### src/rtl/tt_um_aditya_patra_pkg.sv
// Shared types, channel count and parameter defaults for the eight-channel sensor buzzer.
// Build option: BUZZER_TONE_EN selects a toggling tone instead of a steady buzzer level.
package tt_um_aditya_patra_pkg;

    localparam int NUM_CH              = 8;
    localparam int TONE_DIV_DEFAULT    = 2;
    localparam int HOLD_CYCLES_DEFAULT = 4;

    typedef enum logic [1:0] {
        CH_IDLE  = 2'd0,
        CH_ALARM = 2'd1,
        CH_HOLD  = 2'd2
    } ch_state_e;

    function automatic logic [3:0] popcount8(input logic [7:0] vec);
        logic [3:0] cnt;
        cnt = 4'd0;
        for (int i = 0; i < 8; i++) begin
            cnt = cnt + {3'b000, vec[i]};
        end
        return cnt;
    endfunction

endpackage

### src/rtl/buzzer_channel.sv
// One sensor channel: IDLE/ALARM/HOLD state machine, hold timer and buzzer drive.
// Build option: BUZZER_TONE_EN adds the tone divider and phase toggling.
module buzzer_channel
    import tt_um_aditya_patra_pkg::*;
#(
    parameter int TONE_DIV    = TONE_DIV_DEFAULT,
    parameter int HOLD_CYCLES = HOLD_CYCLES_DEFAULT
) (
    input  logic clk,
    input  logic rst_n,
    input  logic sense,
    output logic active,
    output logic buzz
);

    localparam logic [3:0] HOLD_LOAD = 4'(HOLD_CYCLES - 1);

    ch_state_e  state_r;
    ch_state_e  state_nxt_s;
    logic [3:0] hold_cnt_r;
    logic [3:0] hold_nxt_s;
    logic       tone_start_s;
    logic       active_s;

    assign active_s = (state_r == CH_ALARM) || (state_r == CH_HOLD);

    // Next-state and hold-timer decode from the registered sensor bit.
    always_comb begin
        state_nxt_s  = state_r;
        hold_nxt_s   = hold_cnt_r;
        tone_start_s = 1'b0;
        case (state_r)
            CH_IDLE: begin
                if (sense) begin
                    state_nxt_s  = CH_ALARM;
                    tone_start_s = 1'b1;
                end else begin
                    state_nxt_s  = CH_IDLE;
                end
            end
            CH_ALARM: begin
                if (sense) begin
                    state_nxt_s = CH_ALARM;
                end else begin
                    state_nxt_s = CH_HOLD;
                    hold_nxt_s  = HOLD_LOAD;
                end
            end
            CH_HOLD: begin
                // Re-trigger goes straight back to ALARM; the tone keeps running.
                if (sense) begin
                    state_nxt_s = CH_ALARM;
                end else if (hold_cnt_r != 4'd0) begin
                    hold_nxt_s  = hold_cnt_r - 4'd1;
                end else begin
                    state_nxt_s = CH_IDLE;
                end
            end
            default: begin
                state_nxt_s = CH_IDLE;
                hold_nxt_s  = 4'd0;
            end
        endcase
    end

    // State and hold-timer registers.
    always_ff @(posedge clk) begin
        if (!rst_n) begin
            state_r    <= CH_IDLE;
            hold_cnt_r <= 4'd0;
        end else begin
            state_r    <= state_nxt_s;
            hold_cnt_r <= hold_nxt_s;
        end
    end

`ifdef BUZZER_TONE_EN
    localparam logic [3:0] TONE_LAST = 4'(TONE_DIV - 1);

    logic [3:0] tone_cnt_r;
    logic       phase_r;

    // Tone divider: restarts high on entry to ALARM, free-runs while active.
    always_ff @(posedge clk) begin
        if (!rst_n) begin
            tone_cnt_r <= 4'd0;
            phase_r    <= 1'b0;
        end else if (tone_start_s) begin
            tone_cnt_r <= 4'd0;
            phase_r    <= 1'b1;
        end else if (active_s) begin
            if (tone_cnt_r == TONE_LAST) begin
                tone_cnt_r <= 4'd0;
                phase_r    <= ~phase_r;
            end else begin
                tone_cnt_r <= tone_cnt_r + 4'd1;
            end
        end else begin
            tone_cnt_r <= 4'd0;
            phase_r    <= 1'b0;
        end
    end

    assign buzz = active_s & phase_r;
`else
    logic [3:0] unused_tone_div_s;
    logic       unused_tone_start_s;

    assign unused_tone_div_s   = 4'(TONE_DIV);
    assign unused_tone_start_s = tone_start_s;
    assign buzz                = active_s;
`endif

    assign active = active_s;

endmodule

### src/rtl/tt_um_aditya_patra.sv
// Eight independent sensor-to-buzzer alarm channels with a registered sensor stage and status popcount.
// Build option: BUZZER_TONE_EN makes each buzzer a square-wave tone rather than a steady level.
module tt_um_aditya_patra
    import tt_um_aditya_patra_pkg::*;
#(
    parameter int TONE_DIV    = TONE_DIV_DEFAULT,
    parameter int HOLD_CYCLES = HOLD_CYCLES_DEFAULT
) (
    input  logic       clk,
    input  logic       rst_n,
    input  logic       ena,
    input  logic [7:0] ui_in,
    output logic [7:0] uo_out,
    input  logic [7:0] uio_in,
    output logic [7:0] uio_out,
    output logic [7:0] uio_oe
);

    logic [NUM_CH-1:0] sensor_r;
    logic [NUM_CH-1:0] active_s;
    logic [NUM_CH-1:0] buzz_s;
    logic [3:0]        active_cnt_s;
    logic              any_active_s;
    logic              unused_s;

    // Sensor sampling stage; channels only ever see this registered copy.
    always_ff @(posedge clk) begin
        if (!rst_n) begin
            sensor_r <= 8'h00;
        end else begin
            sensor_r <= ui_in;
        end
    end

    for (genvar g = 0; g < NUM_CH; g++) begin : g_ch
        buzzer_channel #(
            .TONE_DIV    (TONE_DIV),
            .HOLD_CYCLES (HOLD_CYCLES)
        ) u_channel (
            .clk    (clk),
            .rst_n  (rst_n),
            .sense  (sensor_r[g]),
            .active (active_s[g]),
            .buzz   (buzz_s[g])
        );
    end

    assign active_cnt_s = popcount8(active_s);
    assign any_active_s = |active_s;

    assign uo_out   = buzz_s;
    assign uio_out  = {3'b000, any_active_s, active_cnt_s};
    assign uio_oe   = 8'hFF;
    assign unused_s = ^{ena, uio_in};

endmodule

### config.mk
export PLATFORM = sky130hd
export DESIGN_NAME = tt_um_aditya_patra
export DESIGN_NICKNAME = d
export VERILOG_FILES = /design/src/rtl/tt_um_aditya_patra_pkg.sv /design/src/rtl/buzzer_channel.sv /design/src/rtl/tt_um_aditya_patra.sv
export SDC_FILE = /design/constraint.sdc
export NUM_CORES = 1
export LEC_CHECK = 0
export ABC_AREA = 1
export BUFFER_PORTS_ARGS = -buffer_cell sky130_fd_sc_hd__buf_2
export CAP_MARGIN = 25
export CORE_ASPECT_RATIO = 1.25
export CORE_MARGIN = 1
export CORE_UTILIZATION = 35
export DETAILED_ROUTE_END_ITERATION = 8
export GPL_TIMING_DRIVEN = 0
export MAX_ROUTING_LAYER = met4
export PLACE_DENSITY_LB_ADDON = 0.15
export SLEW_MARGIN = 5
export SYNTH_ARGS = -nofsm -noshare
export SYNTH_HDL_FRONTEND = slang
export SYNTH_SLANG_ARGS = --single-unit
### constraint.sdc
create_clock -name clk -period 7.8 [get_ports clk]
set_input_delay 0.78 -clock clk [delete_from_list [all_inputs] [get_ports clk]]
set_output_delay 0.78 -clock clk [all_outputs]
set_load 0.005 [all_outputs]
==> metrics.txt, run 1 <==
ys async rst share 0%; Pwr Density 158 mW/mm^2; leak pwr 2.33 nW; internal power 520 uW; routed wire length per instance 10.6 microns; setup TNS 0 ns; Worst Setup End Kind output pin; Reg area 0.00112 sq mm; Critical Path AT 3.63 ns; die area between 0.01 and 0.015 sq mm; final instance area roughly 0.0047 sq mm; number of CTS-inserted buffers 5; FMAX roughly 230 MHz; effective utilization at floorplan 35.9%; kind of critical path reg -> out; Pins Over Slew Limit 0; final period utilization 56.5%; Clock transition at path regs 0.07 ns; placed cell area around 0.0045 sq mm; Final HPWL DP 6.57 mm; Gate power share 22.0%; area grow syn2layout 12.1%; row count 44; peak supply drop 0.0835 mV; final core occ 40.2%; WP data required approximately 7 ns; Placer Congestion 0.788; Post-synth EDFFs 0; worst skew pair latency 0.30 ns; layout cells sized above 1 between 10 and 15%; first-pass GRT wire length roughly 15 mm; crit-path max FO 6; via count 3601; grt total ovfl 0; post-synthesis register bit count 56; HP Class reg -> reg; unrepaired setup endpoints after global routing false; status complete, no violations; initial DRC count 154; Synth Instances about 600; clk sinks 56; clock share of power a little over a third; Fillers between 1000 and 1500; nets ~700; Antenna Nets Post-Route 0; Mean Syn Cell Area between 6 and 7 sq um; Die W 99.6 microns; Reg power frac 42.8%; CP startpoint kind flip-flop; gr usage total 15.4%; Buffers on Ports 21; Vias/cell 4.52; initial antenna violation count 0; switching share of total power ~30%; Multi-input gate area ~0.0024 sq mm; sequential share of the synthesized area between 20 and 30%; Root Driver clkbuf_16; CTS tree yes; Hold Fails Final Rpt 0; synth warn 0; Post-Route WL ~8.4 mm; Synth cell types 26; Max-Cap Viols 0; DR DRC count 0; Post-CTS Resized 0; CTS Buffer Depth 2; Die Span Y 124 microns; Setup-failing EPs final 0; Mapped Area 0.00417 sq mm; DRT Pass-1 Iters 4; CORE AREA 0.0116 sq mm; num ports 43; largest net degree at the start of global routing 17; ys flop type dfxtp_1; Final min period 4.41 ns; postcts setup bufs 0; ant diodes 0; Layout Skew 0.00710 ns; htree depth 2; Hold-fix buffers, CTS 0; vias in the first global route 3438; WHS 0.505 ns; switching power approximately 220 uW
-- layer usage --
metal,wire (microns),share of wire [%],global-route usage (%),vias up
met5,0,0,-,-
met1,3850,46,17.2,1631
li1,-,-,-,1921
met2,4290,51,28.3,43
met3,204,2.4,2.13,6
met4,102,1.2,4.78,0
-- Yosys cell counts, types with 8 or more instances --
cell	count	area, sq um
nand2_1	117	439
o21ai_0	13	65.1
a21oi_1	36	180
ha_1	52	651
inv_1	114	428
nor2_1	79	297
nand3_2	8	80.1
buf_4	20	150
o31ai_1	8	60.1
dfxtp_1	56	1120
nand4_1	29	181
nand3_1	29	145
-- power by group through the flow --
stage	Clock, mW	Combinational, mW	Sequential, mW
floorplan	0	0.126	0.319
global placement	0	0.161	0.322
detailed placement	0	0.164	0.322
CTS	0.271	0.165	0.316
global route	0.283	0.190	0.319
finish	0.260	0.162	0.316
-- logic make-up (layout without fill, tap and decap cells) --
| kind of cell | after synthesis | count (layout) | synth area share (%) |
|---|---|---|---|
| simple gates | 267 | 267 | 28.7 |
| xor+xnor | 1 | 1 | 0.210 |
| flops | 56 | 56 | 26.9 |
| buf+inv | 147 | 176 | 16.2 |
| other cells | 2 | 11 | 0.180 |
| fa+ha+maj | 56 | 56 | 17.5 |
| compound gates | 69 | 69 | 10.3 |
-- final timing paths --
kind | from | end | slack, ns | cells past startpoint
worst max register to register | g_ch[5].u_channel.state_r[0] | g_ch[5].u_channel.hold_cnt_r[3] | 6.33 | 6
worst min register to register | g_ch[6].u_channel.state_r[1] | g_ch[6].u_channel.state_r[1] | 0.51 | 2
worst max-delay path | g_ch[0].u_channel.state_r[1] | uio_out[2] | 3.39 | 12
worst min-delay path | g_ch[6].u_channel.state_r[1] | g_ch[6].u_channel.state_r[1] | 0.51 | 2
-- worst max-delay path, stage by stage (launching register included) --
cell,delay (ns)
dfxtp_1,0.40
inv_1,0.08
ha_1,0.39
fa_1,0.56
inv_1,0.05
fa_1,0.52
fa_1,0.40
inv_1,0.07
ha_1,0.16
inv_1,0.05
fa_1,0.38
xnor2_1,0.15
buf_2,0.12
-- stage by stage --
step,total power [mW],cells,setup WS [ns]
global placement,0.484,789,3.72
CTS,0.752,797,3.35
finish,0.738,797,3.39
global route,0.791,797,3.14
floorplan,0.445,607,3.94
detailed placement,0.486,789,3.68
-- area by class of cell --
class                      instances  area share [%]
multi-input combinational        404            51.5
sequential                        56            24.0
inverter                         117            9.40
buffer                            30            5.01
tap                              161            4.31
clock buffer                       6            2.76
timing repair buffer              21            2.25
clock inverter                     2           0.750
-- state kept, by name (all words and copies together) (netlist names) --
register and flops:
sensor_r 8, g_ch.u_channel.hold_cnt_r 32, g_ch.u_channel.state_r 16
-- placed cells by master, fill, tap and decap left out, drive strengths merged --
| master | netlist | layout |
|---|---|---|
| a21oi | 36 | 36 |
| buf | 28 | 49 |
| bufinv | 0 | 1 |
| clkbuf | 2 | 8 |
| clkinv | 0 | 1 |
| conb | 2 | 11 |
| dfxtp | 56 | 56 |
| fa | 4 | 4 |
| ha | 52 | 52 |
| inv | 117 | 117 |
| nand2 | 119 | 119 |
| nand3 | 39 | 39 |
| nand4 | 29 | 29 |
| nor2 | 79 | 79 |
| nor3 | 1 | 1 |
| o21ai | 21 | 21 |
| o22ai | 4 | 4 |
| o31ai | 8 | 8 |
| xnor2 | 1 | 1 |
Note: power is estimated with default switching activity, not from simulation.
==> run 2, diff against run 1 <==
ABC_AREA = 0   (was 1)
clock period = 4.6 ns   (was 7.8 ns; I/O delays follow)
==> metrics.txt, run 2 <==
nets 554 (was 710); Post-Route WL 9.18 mm (was 8.45 mm); Register-to-Register Setup Slack 2.99 ns (was 6.33 ns); non-filler instance count after layout 615 (was 797); initial antenna violation count 0 (unchanged); Die Span Y 122 microns (was 124 microns); crit path to uio_out[2] (unchanged); row count 43 (was 44); DR DRC count 3 (was 0); clock share of power 36.2% (was 35.3%); reg2reg start g_ch[2].u_channel.state_r[0] (was g_ch[5].u_channel.state_r[0]); failing checks design-rule violations; Antenna Nets Post-Route 0 (unchanged); CTS Buffer Depth 2 (unchanged); Post-CTS Resized 0 (unchanged); Worst path slowest cell fa_1 (unchanged); Root Driver clkbuf_16 (unchanged); Gate power share 17.1% (was 22.0%); num ports 43 (unchanged); via count 3175 (was 3601); switching share of total power 28.0% (was 29.5%); peak supply drop 0.129 mV (was 0.0835 mV); ant diodes 0 (unchanged); CP startpoint kind flip-flop (unchanged); ys flop type dfxtp_1 (unchanged); Synth Instances 442 (was 598); switching power 303 uW (was 218 uW); Setup-failing EPs final 0 (unchanged); Max-Cap Viols 0 (unchanged); placed instance count 607 (was 789); Reg power frac 46.7% (was 42.8%); number of buffers and inverters on the critical path 5 (unchanged); routed wire length per instance 14.9 microns (was 10.6 microns); Hold Fails Final Rpt 0 (unchanged); worst-margin pin slew 0.637 ns; Layout Skew 0.00654 ns (was 0.00710 ns); Clock transition at path regs 0.08 ns (was 0.07 ns); Die W 97.9 microns (was 99.6 microns); die area 0.0119 sq mm (was 0.0123 sq mm); CP top delay family adder cells (unchanged); max reg flops 32 (unchanged); worst stage delay on the critical path 0.56 ns (about the same); met3 Resource Use GR 2.47% (was 2.13%); Pins Over Slew Limit 0 (unchanged); Mapped Area 0.00403 sq mm (was 0.00417 sq mm); synth warn 0 (unchanged); Final HPWL DP 6.89 mm (was 6.57 mm); number of CTS-inserted buffers 5 (unchanged); Placer Congestion 0.818 (was 0.788); Worst Setup End Kind output pin (unchanged); postcts setup bufs 0 (unchanged); crit path cell chain inv_1, ha_1, fa_1, inv_1, fa_1, fa_1, inv_1, ha_1, inv_1, fa_1, xnor2_1, buf_2 (unchanged); CTS tree yes (unchanged); commonest cells after routing, fill and taps aside dfxtp_1, inv_1, ha_1 (was nand2_1, inv_1, nor2_1); placed cell area 0.00434 sq mm (was 0.00451 sq mm); initial DRC count 111 (was 154); end of the worst register-to-register path g_ch[2].u_channel.hold_cnt_r[3] (was g_ch[5].u_channel.hold_cnt_r[3]); final instance area 0.00448 sq mm (was 0.00467 sq mm); gr usage total 16.7% (was 15.4%); CP startpoint g_ch[0].u_channel.state_r[0] (was g_ch[0].u_channel.state_r[1]); Buffers on Ports 21 (unchanged); Fillers 1140 (was 1255); internal power 777 uW (was 520 uW); FMAX 241 MHz; sequential share of the synthesized area 27.8% (was 26.9%); first-pass GRT wire length 15.5 mm (was 14.9 mm); Vias/cell 5.16 (was 4.52); htree depth 2 (unchanged); commonest non-fill, non-tap cell in the layout dfxtp_1 (was nand2_1); final core occ 40.2% (about the same); kind of critical path reg -> out (unchanged); cell taking the most area after synthesis dfxtp_1 (unchanged); Critical Path Stages 12 (unchanged); setup TNS 0 ns (unchanged); Final min period 4.15 ns; Pwr Density 241 mW/mm^2 (was 158 mW/mm^2); Top Registers g_ch.u_channel.hold_cnt_r: 32 flops, g_ch.u_channel.state_r: 16 flops, sensor_r: 8 flops (unchanged); M1 GR Usage 20.0% (was 17.2%); HP Class in -> reg (was reg -> reg); Synth cell types 39 (was 26); unrepaired setup endpoints after global routing false (unchanged); Critical Path AT 3.69 ns (was 3.63 ns); share of the synthesized area in the top cell type 27.8% (was 26.9%); vias in the first global route 3211 (was 3438); largest net degree at the start of global routing 18 (was 17); CORE AREA 0.0111 sq mm (was 0.0116 sq mm); crit-path max FO 6 (unchanged); R2R cell count 5 (was 6); Hold-fix buffers, CTS 0 (unchanged); hold path cells 2 (unchanged); Mean Syn Cell Area 9.11 sq um (was 6.97 sq um); final period utilization around 90%; effective utilization at floorplan 36.2% (was 35.9%); layout cells sized above 1 15.4% (was 12.7%); WP data required 4.14 ns (was 7.02 ns); synth top area cells dfxtp_1, ha_1, mux2i_1, inv_1, buf_4 (was dfxtp_1, ha_1, nand2_1, inv_1, nor2_1); status complete, but fails checks (was complete, no violations); post-synthesis register bit count 56 (unchanged); max-slew headroom at the worst pin 57.5%; Post-synth top cells dfxtp_1, inv_1, ha_1, nand2_1, nor2b_1 (was nand2_1, inv_1, nor2_1, dfxtp_1, ha_1); DRT Pass-1 Iters 6 (was 4); GRT Max-Usage Layer met2 (unchanged); count leader, synth dfxtp_1 (was nand2_1); ys async rst share 0% (unchanged); area grow syn2layout 11.2% (was 12.1%); Post-synth EDFFs 0 (unchanged); clk sinks 56 (unchanged); grt total ovfl 0 (unchanged); worst skew pair latency 0.30 ns (about the same); leak pwr 1.96 nW (was 2.33 nW); Top reg by flops g_ch.u_channel.hold_cnt_r (unchanged); global-route met2 utilization 29.0% (was 28.3%)
-- run 2: area by class of cell --
| cell class | instances | area, sq um | share of cell area, % |
|---|---|---|---|
| clock inverters | 3 | 18.8 | 0.419 |
| plain buffers | 29 | 196 | 4.39 |
| repair buffers | 21 | 105 | 2.35 |
| inverters | 53 | 199 | 4.44 |
| flip-flops and latches | 56 | 1120 | 25.0 |
| well taps | 135 | 169 | 3.77 |
| multi-input cells | 313 | 2540 | 56.8 |
| clock buffers | 5 | 125 | 2.79 |
-- run 2: logic make-up after synthesis --
family	count (synthesis)	synth area share, %
AND/OR/NAND/NOR	142	21.3
buffers and inverters	82	9.82
AO/OA/AOI/OAI	79	16.6
adder cells (fa/ha/maj)	56	18.1
flip-flops	56	27.8
multiplexers	24	5.96
other	2	0.186
XOR/XNOR	1	0.217
-- run 2: per-layer routing --
| layer | up-vias | share of wire, % |
|---|---|---|
| li1 | 1628 | - |
| met1 | 1503 | 47 |
| met2 | 38 | 49 |
| met3 | 6 | 2.7 |
| met4 | 0 | 1.2 |
| met5 | - | 0 |
-- run 2: how the worst min path moves through the flow --
stage	from	slack, ns	to
4_1_cts	ui_in[2]	0.35	sensor_r[2]
3_5_place_dp	g_ch[3].u_channel.hold_cnt_r[3]	0.47	g_ch[3].u_channel.hold_cnt_r[3]
5_1_grt	ui_in[2]	0.36	sensor_r[2]
3_3_place_gp	g_ch[0].u_channel.hold_cnt_r[3]	0.47	g_ch[0].u_channel.hold_cnt_r[3]
2_1_floorplan	g_ch[0].u_channel.hold_cnt_r[3]	0.44	g_ch[0].u_channel.hold_cnt_r[3]
6_report	ui_in[2]	0.36	sensor_r[2]
-- run 2: power by group through the flow --
stage	combinational, mW	sequential, mW	clock (mW)
2_1_floorplan	0.133	0.513	0
3_3_place_gp	0.186	0.515	0
3_5_place_dp	0.186	0.515	0
4_1_cts	0.188	0.504	0.407
5_1_grt	0.210	0.506	0.425
6_report	0.185	0.504	0.391
-- run 2: per-stage QoR --
stage               worst slack (ns)  hold WS, ns  total power [mW]
finish                         0.449        0.357              1.08
global route                   0.241        0.361              1.14
CTS                            0.407        0.354              1.10
detailed placement             0.767        0.467             0.701
global placement               0.786        0.470             0.701
floorplan                       1.06        0.443             0.645
==> run 3, diff against run 2 <==
REMOVE_ABC_BUFFERS = 1   (was unset)
==> metrics.txt, run 3 (same netlist as run 2, synthesis figures left out) <==
placed cell area 0.00416 sq mm (was 0.00434 sq mm); clk sinks 56 (unchanged); CORE AREA 0.0111 sq mm (unchanged); worst-margin pin slew 0.577 ns (was 0.637 ns); Layout Skew 0.00573 ns (was 0.00654 ns); effective utilization at floorplan 36.2% (unchanged); placed instance count 580 (was 607); max reg flops 32 (unchanged); Top Registers g_ch.u_channel.hold_cnt_r: 32 flops, g_ch.u_channel.state_r: 16 flops, sensor_r: 8 flops (unchanged); grt total ovfl 0 (unchanged); htree depth 2 (unchanged); largest net degree at the start of global routing 45 (was 18); worst skew pair latency 0.29 ns (was 0.30 ns); Root Driver clkbuf_16 (unchanged); max-slew headroom at the worst pin 61.6% (was 57.5%); Final HPWL DP 6.07 mm (was 6.89 mm); unrepaired setup endpoints after global routing false (unchanged); row count 43 (unchanged); DP Worst Slack 0.698 ns (was 0.767 ns); vias in the first global route 3002 (was 3211); setup TNS 0 ns (unchanged); Pins Over Slew Limit 0 (unchanged); leak pwr 1.85 nW (was 1.96 nW); first-pass GRT wire length 13.8 mm (was 15.5 mm); HP Class in -> reg (unchanged); initial antenna violation count 0 (unchanged); Post-CTS Resized 0 (unchanged); CTS Buffer Depth 2 (unchanged); number of CTS-inserted buffers 5 (unchanged); peak supply drop 0.164 mV (was 0.129 mV); Pwr Density 255 mW/mm^2 (was 241 mW/mm^2); Top reg by flops g_ch.u_channel.hold_cnt_r (unchanged); Placer Congestion 0.797 (was 0.818); Hold Fails Final Rpt 0 (unchanged); initial DRC count 87 (was 111); final period utilization 91.3% (was 90.2%); Setup-failing EPs final 0 (unchanged); status complete, no violations (was complete, but fails checks); final instance area 0.00433 sq mm (was 0.00448 sq mm); Buffers on Ports 22 (was 21); die area 0.0119 sq mm (unchanged); num ports 43 (unchanged); FMAX 238 MHz (was 241 MHz); DR DRC count 0 (was 3); area grow syn2layout 7.46% (was 11.2%); layout cells sized above 1 10.4% (was 15.4%); non-filler instance count after layout 588 (was 615); commonest non-fill, non-tap cell in the layout dfxtp_1 (unchanged); Fillers 1186 (was 1140); Critical Path AT 3.74 ns (was 3.69 ns); commonest cells after routing, fill and taps aside dfxtp_1, inv_1, ha_1 (unchanged); nets 527 (was 554); Antenna Nets Post-Route 0 (unchanged); WP data required 4.14 ns (about the same); crit-path max FO 6 (unchanged); DRT Pass-1 Iters 4 (was 6); final core occ 38.9% (was 40.2%); Max-Cap Viols 0 (unchanged); via count 3134 (was 3175); Die Span Y 122 microns (unchanged); CTS tree yes (unchanged); Vias/cell 5.33 (was 5.16); CP startpoint kind flip-flop (unchanged); Clock transition at path regs 0.07 ns (was 0.08 ns); kind of critical path reg -> out (unchanged); postcts setup bufs 0 (unchanged); Hold-fix buffers, CTS 0 (unchanged); Final min period 4.20 ns (was 4.15 ns); Post-Route WL 8.02 mm (was 9.18 mm); Worst Setup End Kind output pin (unchanged); ant diodes 0 (unchanged); gr usage total 14.5% (was 16.7%); Final Worst Setup Slack 0.401 ns (was 0.449 ns); Die W 97.9 microns (unchanged); routed wire length per instance 13.6 microns (was 14.9 microns)
[run 3: changes by cell type in the layout (fill, tap and decap cells not counted), sizes merged]
cell	previous run	this run
buf	49	23
bufinv	0	1
clkinv	3	1
[run 3: worst max-delay path, cell delays in order, from the launching register on]
cell	delay (ns)
dfxtp_1	0.40
inv_1	0.08
ha_1	0.41
fa_1	0.56
inv_1	0.05
fa_1	0.46
fa_1	0.51
inv_1	0.05
ha_1	0.20
inv_1	0.07
fa_1	0.43
inv_1	0.10
buf_2	0.12
[run 3: final timing paths]
path                                                       from                               to  slack (ns)  depth (start not counted)
worst min register to register  g_ch[7].u_channel.hold_cnt_r[3]  g_ch[7].u_channel.hold_cnt_r[3]        0.48                          1
worst max-delay path               g_ch[0].u_channel.state_r[0]                       uio_out[1]        0.40                         12
worst min-delay path                                   ui_in[6]                      sensor_r[6]        0.36                          2
worst max register to register     g_ch[1].u_channel.state_r[0]  g_ch[1].u_channel.hold_cnt_r[3]        2.99                          5
[run 3: cell type report]
cell class	instances	area [sq um]	area share (%)
clock buffer	6	129	2.98
clock inverter	2	35.0	0.809
inverter	53	199	4.60
multi-input combinational	313	2540	58.8
sequential	56	1120	25.9
tap	135	169	3.90
timing repair buffer	23	130	3.01
[run 3: layer usage]
metal / track usage, % / share of wire, %
met5: - / 0
met4: 5.21 / 1.8
met3: 2.18 / 1.9
met2: 25.3 / 50
met1: 16.9 / 46
[run 3: where the power goes]
group | switching (mW) | internal [mW]
Clock | 0.176 | 0.257
Combinational | 0.0967 | 0.0683
Sequential | 0.0102 | 0.494
[run 3: stage by stage]
step | total power, mW | hold slack [ns]
CTS | 1.13 | 0.355
floorplan | 0.621 | 0.443
detailed placement | 0.682 | 0.465
global route | 1.16 | 0.365
global placement | 0.677 | 0.465
finish | 1.10 | 0.365
